==> src/rtl/vga_pkg.sv <==
// Shared types and constants for the VGA pixel path: the FIFO word layout,
// the alignment FSM states and the visible-area geometry.
package vga_pkg;

  localparam int H_VISIBLE = 640;
  localparam int V_VISIBLE = 480;
  localparam int DATA_W    = 12;

  localparam logic [DATA_W-1:0] RGB_BLACK = 12'h000;

  // sof marks the word that must be shown at pixel (0,0) of a frame
  typedef struct packed {
    logic              sof;
    logic [DATA_W-1:0] data;
  } pix_word_t;

  typedef enum logic {
    ALIGN = 1'b0,
    RUN   = 1'b1
  } fifo_state_t;

endpackage

==> src/rtl/vga_pixel_fifo_if.sv <==
// Stream side (producer -> FIFO) and pixel side (FIFO <-> timing stage) of the
// VGA pixel feeder. The master modport is the surrounding system.
interface vga_pixel_fifo_if #(
  parameter int DATA_W = vga_pkg::DATA_W
);

  logic              s_valid;
  logic              s_ready;
  logic [DATA_W-1:0] s_data;
  logic              s_sof;
  logic              pix_req;
  logic              pix_sof;
  logic [DATA_W-1:0] pix_rgb;

  modport master (
    output s_valid, s_data, s_sof, pix_req, pix_sof,
    input  s_ready, pix_rgb
  );

  modport slave (
    input  s_valid, s_data, s_sof, pix_req, pix_sof,
    output s_ready, pix_rgb
  );

endinterface

==> src/rtl/vga_fifo_core.sv <==
// Synchronous FIFO of tagged pixel words. The head word is read combinationally
// so the alignment FSM can inspect its sof tag in the same cycle.
module vga_fifo_core
  import vga_pkg::*;
#(
  parameter int DEPTH = 16,
  parameter int LVL_W = $clog2(DEPTH) + 1
) (
  input  logic             clk,
  input  logic             rst,
  input  logic             push,
  input  logic             pop,
  input  pix_word_t        wr_word,
  output pix_word_t        rd_word,
  output logic             full,
  output logic             empty,
  output logic [LVL_W-1:0] count
);

  localparam int PTR_W = $clog2(DEPTH);

  pix_word_t        mem [DEPTH];
  logic [PTR_W-1:0] wr_ptr_reg;
  logic [PTR_W-1:0] rd_ptr_reg;
  logic [LVL_W-1:0] count_reg;
  logic             push_ok;
  logic             pop_ok;

  assign full    = (count_reg == LVL_W'(DEPTH));
  assign empty   = (count_reg == '0);
  assign push_ok = push && !full;
  assign pop_ok  = pop && !empty;
  assign count   = count_reg;
  assign rd_word = mem[rd_ptr_reg];

  // Storage carries no reset; only pointers and count define what is valid.
  always_ff @(posedge clk) begin
    if (push_ok) begin
      mem[wr_ptr_reg] <= wr_word;
    end
  end

  always_ff @(posedge clk or posedge rst) begin
    if (rst) begin
      wr_ptr_reg <= '0;
      rd_ptr_reg <= '0;
      count_reg  <= '0;
    end else begin
      if (push_ok) begin
        wr_ptr_reg <= wr_ptr_reg + 1'b1;
      end
      if (pop_ok) begin
        rd_ptr_reg <= rd_ptr_reg + 1'b1;
      end
      case ({push_ok, pop_ok})
        2'b10:   count_reg <= count_reg + 1'b1;
        2'b01:   count_reg <= count_reg - 1'b1;
        default: count_reg <= count_reg;
      endcase
    end
  end

endmodule

==> src/rtl/vga_pixel_fifo.sv <==
// Pixel FIFO feeding the VGA timing stage: locks the stream to frame start via
// the sof tag, releases one pixel per request, and re-locks after any upset.
module vga_pixel_fifo
  import vga_pkg::pix_word_t, vga_pkg::fifo_state_t, vga_pkg::ALIGN,
         vga_pkg::RUN, vga_pkg::RGB_BLACK;
#(
  parameter  int DEPTH  = 16,
  parameter  int DATA_W = 12,
  localparam int LVL_W  = $clog2(DEPTH) + 1
) (
  input  logic              clk,
  input  logic              rst,
  vga_pixel_fifo_if.slave   bus,
  input  logic              clr_err,
  output logic              locked,
  output logic              underflow,
  output logic              misalign,
  output logic [LVL_W-1:0]  level
);

  fifo_state_t       state_reg;
  fifo_state_t       state_next;
  logic [DATA_W-1:0] rgb_reg;
  logic [DATA_W-1:0] rgb_next;
  logic              underflow_reg;
  logic              misalign_reg;
  logic              pop;
  logic              set_underflow;
  logic              set_misalign;
  logic              full;
  logic              empty;
  pix_word_t         head;
  pix_word_t         wr_word;

  assign wr_word.sof  = bus.s_sof;
  assign wr_word.data = bus.s_data;
  assign bus.s_ready  = !full;

  vga_fifo_core #(
    .DEPTH (DEPTH),
    .LVL_W (LVL_W)
  ) u_core (
    .clk     (clk),
    .rst     (rst),
    .push    (bus.s_valid && !full),
    .pop     (pop),
    .wr_word (wr_word),
    .rd_word (head),
    .full    (full),
    .empty   (empty),
    .count   (level)
  );

  always_ff @(posedge clk or posedge rst) begin
    if (rst) begin
      state_reg     <= ALIGN;
      rgb_reg       <= RGB_BLACK;
      underflow_reg <= 1'b0;
      misalign_reg  <= 1'b0;
    end else begin
      state_reg <= state_next;
      rgb_reg   <= rgb_next;
      // a new error in the same cycle as clr_err must not be lost
      if (set_underflow) begin
        underflow_reg <= 1'b1;
      end else if (clr_err) begin
        underflow_reg <= 1'b0;
      end
      if (set_misalign) begin
        misalign_reg <= 1'b1;
      end else if (clr_err) begin
        misalign_reg <= 1'b0;
      end
    end
  end

  always_comb begin
    state_next    = state_reg;
    rgb_next      = RGB_BLACK;
    pop           = 1'b0;
    set_underflow = 1'b0;
    set_misalign  = 1'b0;
    case (state_reg)
      ALIGN: begin
        // untagged words ahead of a frame start are stale and dropped
        if (!empty) begin
          if (!head.sof) begin
            pop = 1'b1;
          end else if (bus.pix_req && bus.pix_sof) begin
            pop        = 1'b1;
            rgb_next   = head.data;
            state_next = RUN;
          end
        end
      end
      RUN: begin
        if (bus.pix_req) begin
          if (empty) begin
            set_underflow = 1'b1;
            state_next    = ALIGN;
          end else if (head.sof != bus.pix_sof) begin
            set_misalign = 1'b1;
            state_next   = ALIGN;
          end else begin
            pop      = 1'b1;
            rgb_next = head.data;
          end
        end
      end
      default: state_next = ALIGN;
    endcase
  end

  assign bus.pix_rgb = rgb_reg;
  assign locked      = (state_reg == RUN);
  assign underflow   = underflow_reg;
  assign misalign    = misalign_reg;

endmodule

==> src/flat_wrapper.sv <==
// flat-port wrapper written by rule: the top's interface ports become plain ports
module vga_pixel_fifo_flat import vga_pkg::pix_word_t, vga_pkg::fifo_state_t, vga_pkg::ALIGN,
         vga_pkg::RUN, vga_pkg::RGB_BLACK;
#(
  parameter  int DEPTH  = 16,
  parameter  int DATA_W = 12,
  localparam int LVL_W  = $clog2(DEPTH) + 1
)
  (clk, rst, clr_err, locked, underflow, misalign, level, bus_s_valid, bus_s_data, bus_s_sof, bus_pix_req, bus_pix_sof, bus_s_ready, bus_pix_rgb);
  vga_pixel_fifo_if #(.DATA_W(DATA_W)) bus_i ();
  input  logic clk;
  input  logic rst;
  input  logic clr_err;
  output logic locked;
  output logic underflow;
  output logic misalign;
  output logic [LVL_W-1:0] level;
  input wire logic [$bits(bus_i.s_valid)-1:0] bus_s_valid;
  input wire logic [$bits(bus_i.s_data)-1:0] bus_s_data;
  input wire logic [$bits(bus_i.s_sof)-1:0] bus_s_sof;
  input wire logic [$bits(bus_i.pix_req)-1:0] bus_pix_req;
  input wire logic [$bits(bus_i.pix_sof)-1:0] bus_pix_sof;
  output wire logic [$bits(bus_i.s_ready)-1:0] bus_s_ready;
  output wire logic [$bits(bus_i.pix_rgb)-1:0] bus_pix_rgb;
  assign bus_i.s_valid = bus_s_valid;
  assign bus_i.s_data = bus_s_data;
  assign bus_i.s_sof = bus_s_sof;
  assign bus_i.pix_req = bus_pix_req;
  assign bus_i.pix_sof = bus_pix_sof;
  assign bus_s_ready = bus_i.s_ready;
  assign bus_pix_rgb = bus_i.pix_rgb;
  vga_pixel_fifo #(.DEPTH(DEPTH), .DATA_W(DATA_W)) u_core (.clk(clk), .rst(rst), .bus(bus_i), .clr_err(clr_err), .locked(locked), .underflow(underflow), .misalign(misalign), .level(level));
endmodule
==> config.mk <==
export PLATFORM = sky130hd
export DESIGN_NAME = vga_pixel_fifo_flat
export DESIGN_NICKNAME = d
export VERILOG_FILES = /design/src/rtl/vga_pkg.sv /design/src/rtl/vga_pixel_fifo_if.sv /design/src/rtl/vga_fifo_core.sv /design/src/rtl/vga_pixel_fifo.sv /design/src/flat_wrapper.sv
export SDC_FILE = /design/constraint.sdc
export NUM_CORES = 1
export LEC_CHECK = 0
export ABC_AREA = 1
export BUFFER_PORTS_ARGS = -buffer_cell sky130_fd_sc_hd__buf_2
export CORE_MARGIN = 1
export CORE_UTILIZATION = 56
export CTS_CLUSTER_DIAMETER = 60
export DETAILED_ROUTE_END_ITERATION = 10
export HOLD_SLACK_MARGIN = 0.03
export PLACE_DENSITY = 0.86
export SKIP_CTS_REPAIR_TIMING = 1
export SLEW_MARGIN = 15
export SYNTH_ARGS = -nofsm -noshare
export SYNTH_HDL_FRONTEND = slang
export SYNTH_HIERARCHICAL = 1
export SYNTH_SLANG_ARGS = --single-unit
==> constraint.sdc <==
create_clock -name clk -period 3.2 [get_ports clk]
set_input_delay 0.16 -clock clk [delete_from_list [all_inputs] [get_ports clk]]
set_output_delay 0.16 -clock clk [all_outputs]
set_load 0.01 [all_outputs]
==> metrics, run 1 <==
Hold Crit Class in2reg; die height 138 µm; initial antenna violation count 0; Routability Congestion 0.846; Max VDD drop 615 µV; sequential element share of the synthesized area 66.6%; CTS root buffer clkbuf_16; kind of critical path reg2reg; total CTS buffers 24; dpl cell area 10900 µm²; status finished, violations left; total power after layout roughly 11000 µW; # H-tree levels 1; min Tclk post-route 2.93 ns; Yosys cell types 30; cell taking the most area after synthesis edfxtp_1; vias post-DR 7181; Clk pwr share 27.5%; Final Setup Violations 0; syn nets 1032; cell leakage power 0.00521 µW; pin count of the biggest net entering global routing 68; Final period util 91.6%; grt ovf 0; worst rel slew slack a little over half; setup TNS 0 ns; Final Max Tran Viols 0; R2R setup slack 0.27 ns; Mean Syn Cell Area ~10 µm²; wire length per cell 17.6 µm; Final Cell Area 11900 µm²; switching share of power 36.6%; Final Util 65.8%; #FFs+latches synth 236; max-cap violation count 0; DIE WIDTH 138 µm; layout cell share with drive strength beyond 1 15.9%; sw power 3950 µW; Internal Power 6860 µW; CP Max Fanout 18; failing checks design-rule violations; RSZ-0062 raised after global routing no; sequential power share a little over a third; Fmax 341 MHz; nature of the critical path endpoint register; non-filler cells, final 1322; iteration-0 DRC count of the detailed router 717; Worst EP required roughly 3.6 ns; CORE AREA 18100 µm²; DR pass1 iterations 8; Via-to-Cell Ratio 5.43; Gate power share 36.1%; first-pass GRT wire length 36100 µm; port buffer count 39; io pins 40; synthesized cell area 10400 µm²; clock skew just under 0.008 ns; final hold viol count 0; synth-to-layout area growth 14.1%; aggregate global-route resource usage 24.6%; CP Data Arrival Time 3.34 ns; die area 19200 µm²; Post-Synthesis Cells 1003; Final ANT Viol Nets 0; hpwl dp 14300 µm; Worst Tran Pin Value roughly 0.70 ns; num rows 49; most common cell after layout, fill and taps aside nand2_1; power per standard cell area 909 nW/µm²; final net count 1104; most frequent cells in the layout nand2_1, edfxtp_1, inv_1, nor2_1, nand3_1; vias in the first global route 6987; crit start category register; ranking of synthesized cells by area edfxtp_1, nand2_1, dfrtp_1, inv_1, nand3_1; max reg flops approximately 210; placed cell count 1270; Clock Latency Late Sink 0.51 ns; aggregate routed wire length between 20000 and 25000 µm; DR DRC count 11; Initial Utilization 57.7%; share of the synthesized area in the top cell type 59.9%; clock sink count 236; Max clock buf depth 3; TritonCTS clock tree built; Antenna Diode Count 0; Clock transition at path regs 0.06 ns; Synth Warn # 6
==> per-stage QoR <==
| stage | hold WS (ns) | setup WS [ns] |
|---|---|---|
| floorplan | 0.0370 | 0.131 |
| global route | 0.0351 | 0.00677 |
| finish | 0.0335 | 0.268 |
| CTS | -0.319 | 0.0731 |
| global placement | 0.206 | 0.211 |
| detailed placement | 0.221 | 0.128 |
==> cells in the mapped netlist <==
master and n:
buf_8 1, xnor2_1 3, edfxtp_1 208, nand3_2 10, nand4_1 3, buf_12 2, nand2_2 25, fa_1 1
nand3_4 1, buf_6 6, buf_4 5, dfrtp_1 28, o21ai_0 8, nor2_8 1, nor2_2 1, clkbuf_1 3
nor2_4 1, nand3_1 77, xor2_1 4, clkinv_4 1, a21oi_1 3, a21oi_2 9, buf_2 22, inv_4 1
inv_2 3, nor2_1 99, ha_1 9, or2_2 1, inv_1 117, nand2_1 350
==> power by group through the flow <==
stage / clock (µW) / combinational, µW / sequential (µW)
after floorplan: 0 / 2680 / 4000
after global routing: 3120 / 4330 / 3970
after detailed placement: 0 / 3700 / 4000
final: 2970 / 3900 / 3940
after global placement: 0 / 3580 / 3990
after CTS: 3000 / 3750 / 3940
==> layer usage <==
| metal | up-vias | global-route usage [%] | routed length (µm) |
|---|---|---|---|
| li1 | 3353 | - | - |
| met1 | 3422 | 32.7 | 9310 |
| met2 | 344 | 40.3 | 11200 |
| met3 | 62 | 4.71 | 2000 |
| met4 | 0 | 9.52 | 811 |
| met5 | - | 0 | 0 |
==> kinds of logic (layout without fill, tap and decap cells) <==
| kind of cell | Yosys count | after routing | synth area share [%] |
|---|---|---|---|
| buffers and inverters | 161 | 251 | 7.16 |
| DFF | 236 | 236 | 66.6 |
| xor gates and xnor gates | 7 | 7 | 0.588 |
| AOI/OAI and AO/OA | 20 | 20 | 1.28 |
| and+or+nand+nor | 569 | 569 | 23.1 |
| adders and majority gates | 10 | 10 | 1.27 |
==> area by class of cell <==
class / instances / area [µm²]
clock buffers: 30 / 644
clock inverters: 14 / 201
fillers: 1270 / 6190
inverters: 122 / 470
multi-input cells: 606 / 2750
flip-flops and latches: 236 / 6950
well taps: 229 / 287
repair buffers: 85 / 596
==> worst max-delay path, stage by stage, from the launching register on <==
cell and delay (ns):
dfrtp_4 0.52, buf_12 0.17, nand2_1 0.08, nand3_1 0.08, nand2_1 0.06, nor2_1 0.04
nand2_1 0.05, nand2_1 0.13, inv_1 0.13, nand2_2 0.07, nand2_1 0.07, nand2_2 0.05
nand2_1 0.07, nand2_1 0.08, inv_2 0.14, ha_4 0.18, inv_1 0.06, fa_1 0.35
inv_1 0.09, nand2_1 0.07, nand2_1 0.09, nand2_1 0.05, nand2_1 0.05, nand2_1 0.04
nand2_1 0.05, nand2_1 0.04
==> path summary, 6_finish.rpt <==
check | to | startpoint | cells after the start
max in group asynchronous | u_core/u_core/rd_ptr_reg[0] | rst | 3
worst max register to register | u_core/u_core/count[4] | u_core/u_core/rd_ptr_reg[0] | 25
worst min-delay path | u_core/u_core/mem[0][10] | bus_s_data[10] | 1
worst max-delay path | u_core/u_core/count[4] | u_core/u_core/rd_ptr_reg[0] | 25
min in group asynchronous | u_core/underflow | rst | 3
worst min register to register | u_core/u_core/wr_ptr_reg[3] | u_core/u_core/wr_ptr_reg[3] | 2
No activity file was read; power rests on OpenSTA's default activity.
==> run 2, diff against run 1 <==
- CORE_UTILIZATION: 56 -> 60
- PLACE_DENSITY: 0.86 -> 0.88
- clock period: 3.2 -> 2.8 ns (I/O delays scaled with it)
==> metrics, run 2 (synthesized netlist as in run 1, its figures left out) <==
switching share of power 38.3% (+1.7 points); met1 Use GR 35.8% (+3.1 points); final net count 1103 (-0.091%); clock skew 0.0143 ns (+0.00663 ns); TritonCTS clock tree built; Via-to-Cell Ratio 5.51 (+1.5%); most frequent cells in the layout nand2_1, edfxtp_1, inv_1, nor2_1, nand3_1; initial antenna violation count 0 (unchanged); status complete, no violations; clock sink count 236 (unchanged); port buffer count 39 (unchanged); non-filler cells, final 1309 (-0.98%); sequential power share 37.0% (+0.6 points); Max clock buf depth 3 (unchanged); CP max stage cell dfrtp_1; worst rel slew slack 53.2% (+0.078 points); CP Data Arrival Time 3.15 ns (-0.19 ns); Routability Congestion 0.845 (about the same); Worst EP required 3.19 ns (-0.42 ns); die height 134 µm (-3.3%); delay-heaviest family, CP simple AND/OR/NAND/NOR gates; synth-to-layout area growth 13.1%; min Tclk post-route 2.76 ns (-0.173 ns); CORE AREA 16800 µm² (-7.3%); most common cell after layout, fill and taps aside nand2_1; aggregate routed wire length 23800 µm (+2.2%); io pins 40 (unchanged); cell leakage power 0.00514 µW (-1.3%); Max VDD drop 812 µV (+32%); aggregate global-route resource usage 26.8% (+2.3 points); Clk pwr share 24.4% (-3.1 points); Buf+Inv Stages, Crit Path 5 (unchanged); power per standard cell area 1040 nW/µm² (+15%); kind of critical path reg2reg; vias post-DR 7214 (+0.46%); CP peak stage delay 0.46 ns (-0.06 ns); Hold Crit Class in2reg; nature of the critical path endpoint register; GRT met3 Usage 3.55% (-1.2 points); Final Max Tran Viols 0 (unchanged); wire length per cell 18.2 µm (+3.2%); DR DRC count 0 (-11); fillers 1036 (-18%); Final period util 98.5% (+6.9 points); Clock transition at path regs 0.06 ns (about the same); max-cap violation count 0 (unchanged); Internal Power 7590 µW (+11%); vias in the first global route 6848 (-2.0%); Fmax 362 MHz (+6.3%); multi-input logic area 2810 µm² (+2.3%); DIE WIDTH 134 µm (-3.3%); Final Setup Violations 0 (unchanged); # H-tree levels 1 (unchanged); total CTS buffers 23 (-4.2%); setup TNS 0 ns (unchanged); crit start category register; placed cell count 1255 (-1.2%); Antenna Diode Count 0 (unchanged); sw power 4710 µW (+19%); first-pass GRT wire length 36200 µm (+0.40%); die area 17900 µm² (-6.6%); pin count of the biggest net entering global routing 73 (+7.4%); register area 6950 µm² (about the same); max reg flops 208 (unchanged); Gate power share 38.6% (+2.5 points); DR pass1 iterations 5 (-3); layout cell share with drive strength beyond 1 17.2% (+1.3 points); num rows 47 (-4.1%); CP Max Fanout 10 (-8); RSZ-0062 raised after global routing yes; iteration-0 DRC count of the detailed router 919 (+28%); GR peak layer met2; Initial Utilization 62.2% (+4.6 points); grt ovf 0 (unchanged); Final ANT Viol Nets 0 (unchanged); CTS root buffer clkbuf_16; Worst Tran Pin Value 0.702 ns (-0.000390 ns); hpwl dp 14300 µm (+0.31%); Clock Latency Late Sink 0.50 ns (about the same); M2 GR Usage 44.3% (+4.0 points); final hold viol count 0 (unchanged)
[run 2: path summary, 6_finish.rpt]
| kind | depth (start not counted) | end | slack (ns) | startpoint |
|---|---|---|---|---|
| setup / recovery | 25 | u_core/u_core/count[4] | 0.04 | u_core/u_core/rd_ptr_reg[2] |
| hold / removal | 1 | u_core/u_core/mem[5][1] | 0.04 | bus_s_data[1] |
| setup reg to reg | 25 | u_core/u_core/count[4] | 0.04 | u_core/u_core/rd_ptr_reg[2] |
| hold reg to reg | 2 | u_core/underflow | 0.53 | u_core/underflow |
| max in group asynchronous | 3 | u_core/u_core/rd_ptr_reg[1] | 2.13 | rst |
| min in group asynchronous | 3 | u_core/u_core/count[1] | 0.27 | rst |
[run 2: area by class of cell]
| cell class | count | area share, % |
|---|---|---|
| timing repair buffer | 85 | 4.70 |
| sequential | 236 | 58.9 |
| tap | 220 | 2.33 |
| multi-input combinational | 606 | 23.8 |
| clock inverter | 13 | 1.17 |
| inverter | 122 | 4.03 |
| clock buffer | 27 | 5.01 |
[run 2: worst reg2reg max path: stages (launching register included)]
cell and delay [ns]:
dfrtp_1 0.46, inv_2 0.17, nor2_8 0.14, nand3_2 0.09, nand2_2 0.07, nor2_1 0.04
nand2_1 0.09, nand2_2 0.10, inv_2 0.10, nand2_4 0.05, nand2_2 0.06, nand2_2 0.06
nand2_4 0.07, nand2_4 0.05, inv_4 0.06, ha_4 0.17, inv_4 0.05, fa_2 0.38
inv_2 0.08, nand2_2 0.05, nand2_2 0.06, nand2_1 0.05, nand2_1 0.05, nand2_1 0.04
nand2_1 0.05, nand2_1 0.04
[run 2: power by group through the flow]
stage	clock, µW	sequential [µW]	combinational (µW)
3_5_place_dp	0	4610	4330
3_3_place_gp	0	4600	4140
5_1_grt	3160	4580	5190
2_1_floorplan	0	4580	3260
6_report	3000	4550	4750
4_1_cts	3040	4550	4410
[run 2: metal layers]
layer	vias up	wire, µm
met5	-	0
met4	0	1000
met3	78	2190
met2	382	11600
met1	3407	9050
li1	3347	-
[run 2: through the flow]
step                      worst slack, ns  util, %  instance area, µm²  power, µW  hold slack, ns
after floorplan                   0.00776        -               10500       7840          0.0169
after global placement             0.0977     65.1               10900       8740           0.203
after detailed placement          -0.0951     65.1               10900       8940           0.216
after CTS                          -0.125     69.4               11600      12000          -0.296
after global routing              -0.0909     70.4               11800      12900          0.0418
final                              0.0407     70.4               11800      12300          0.0404
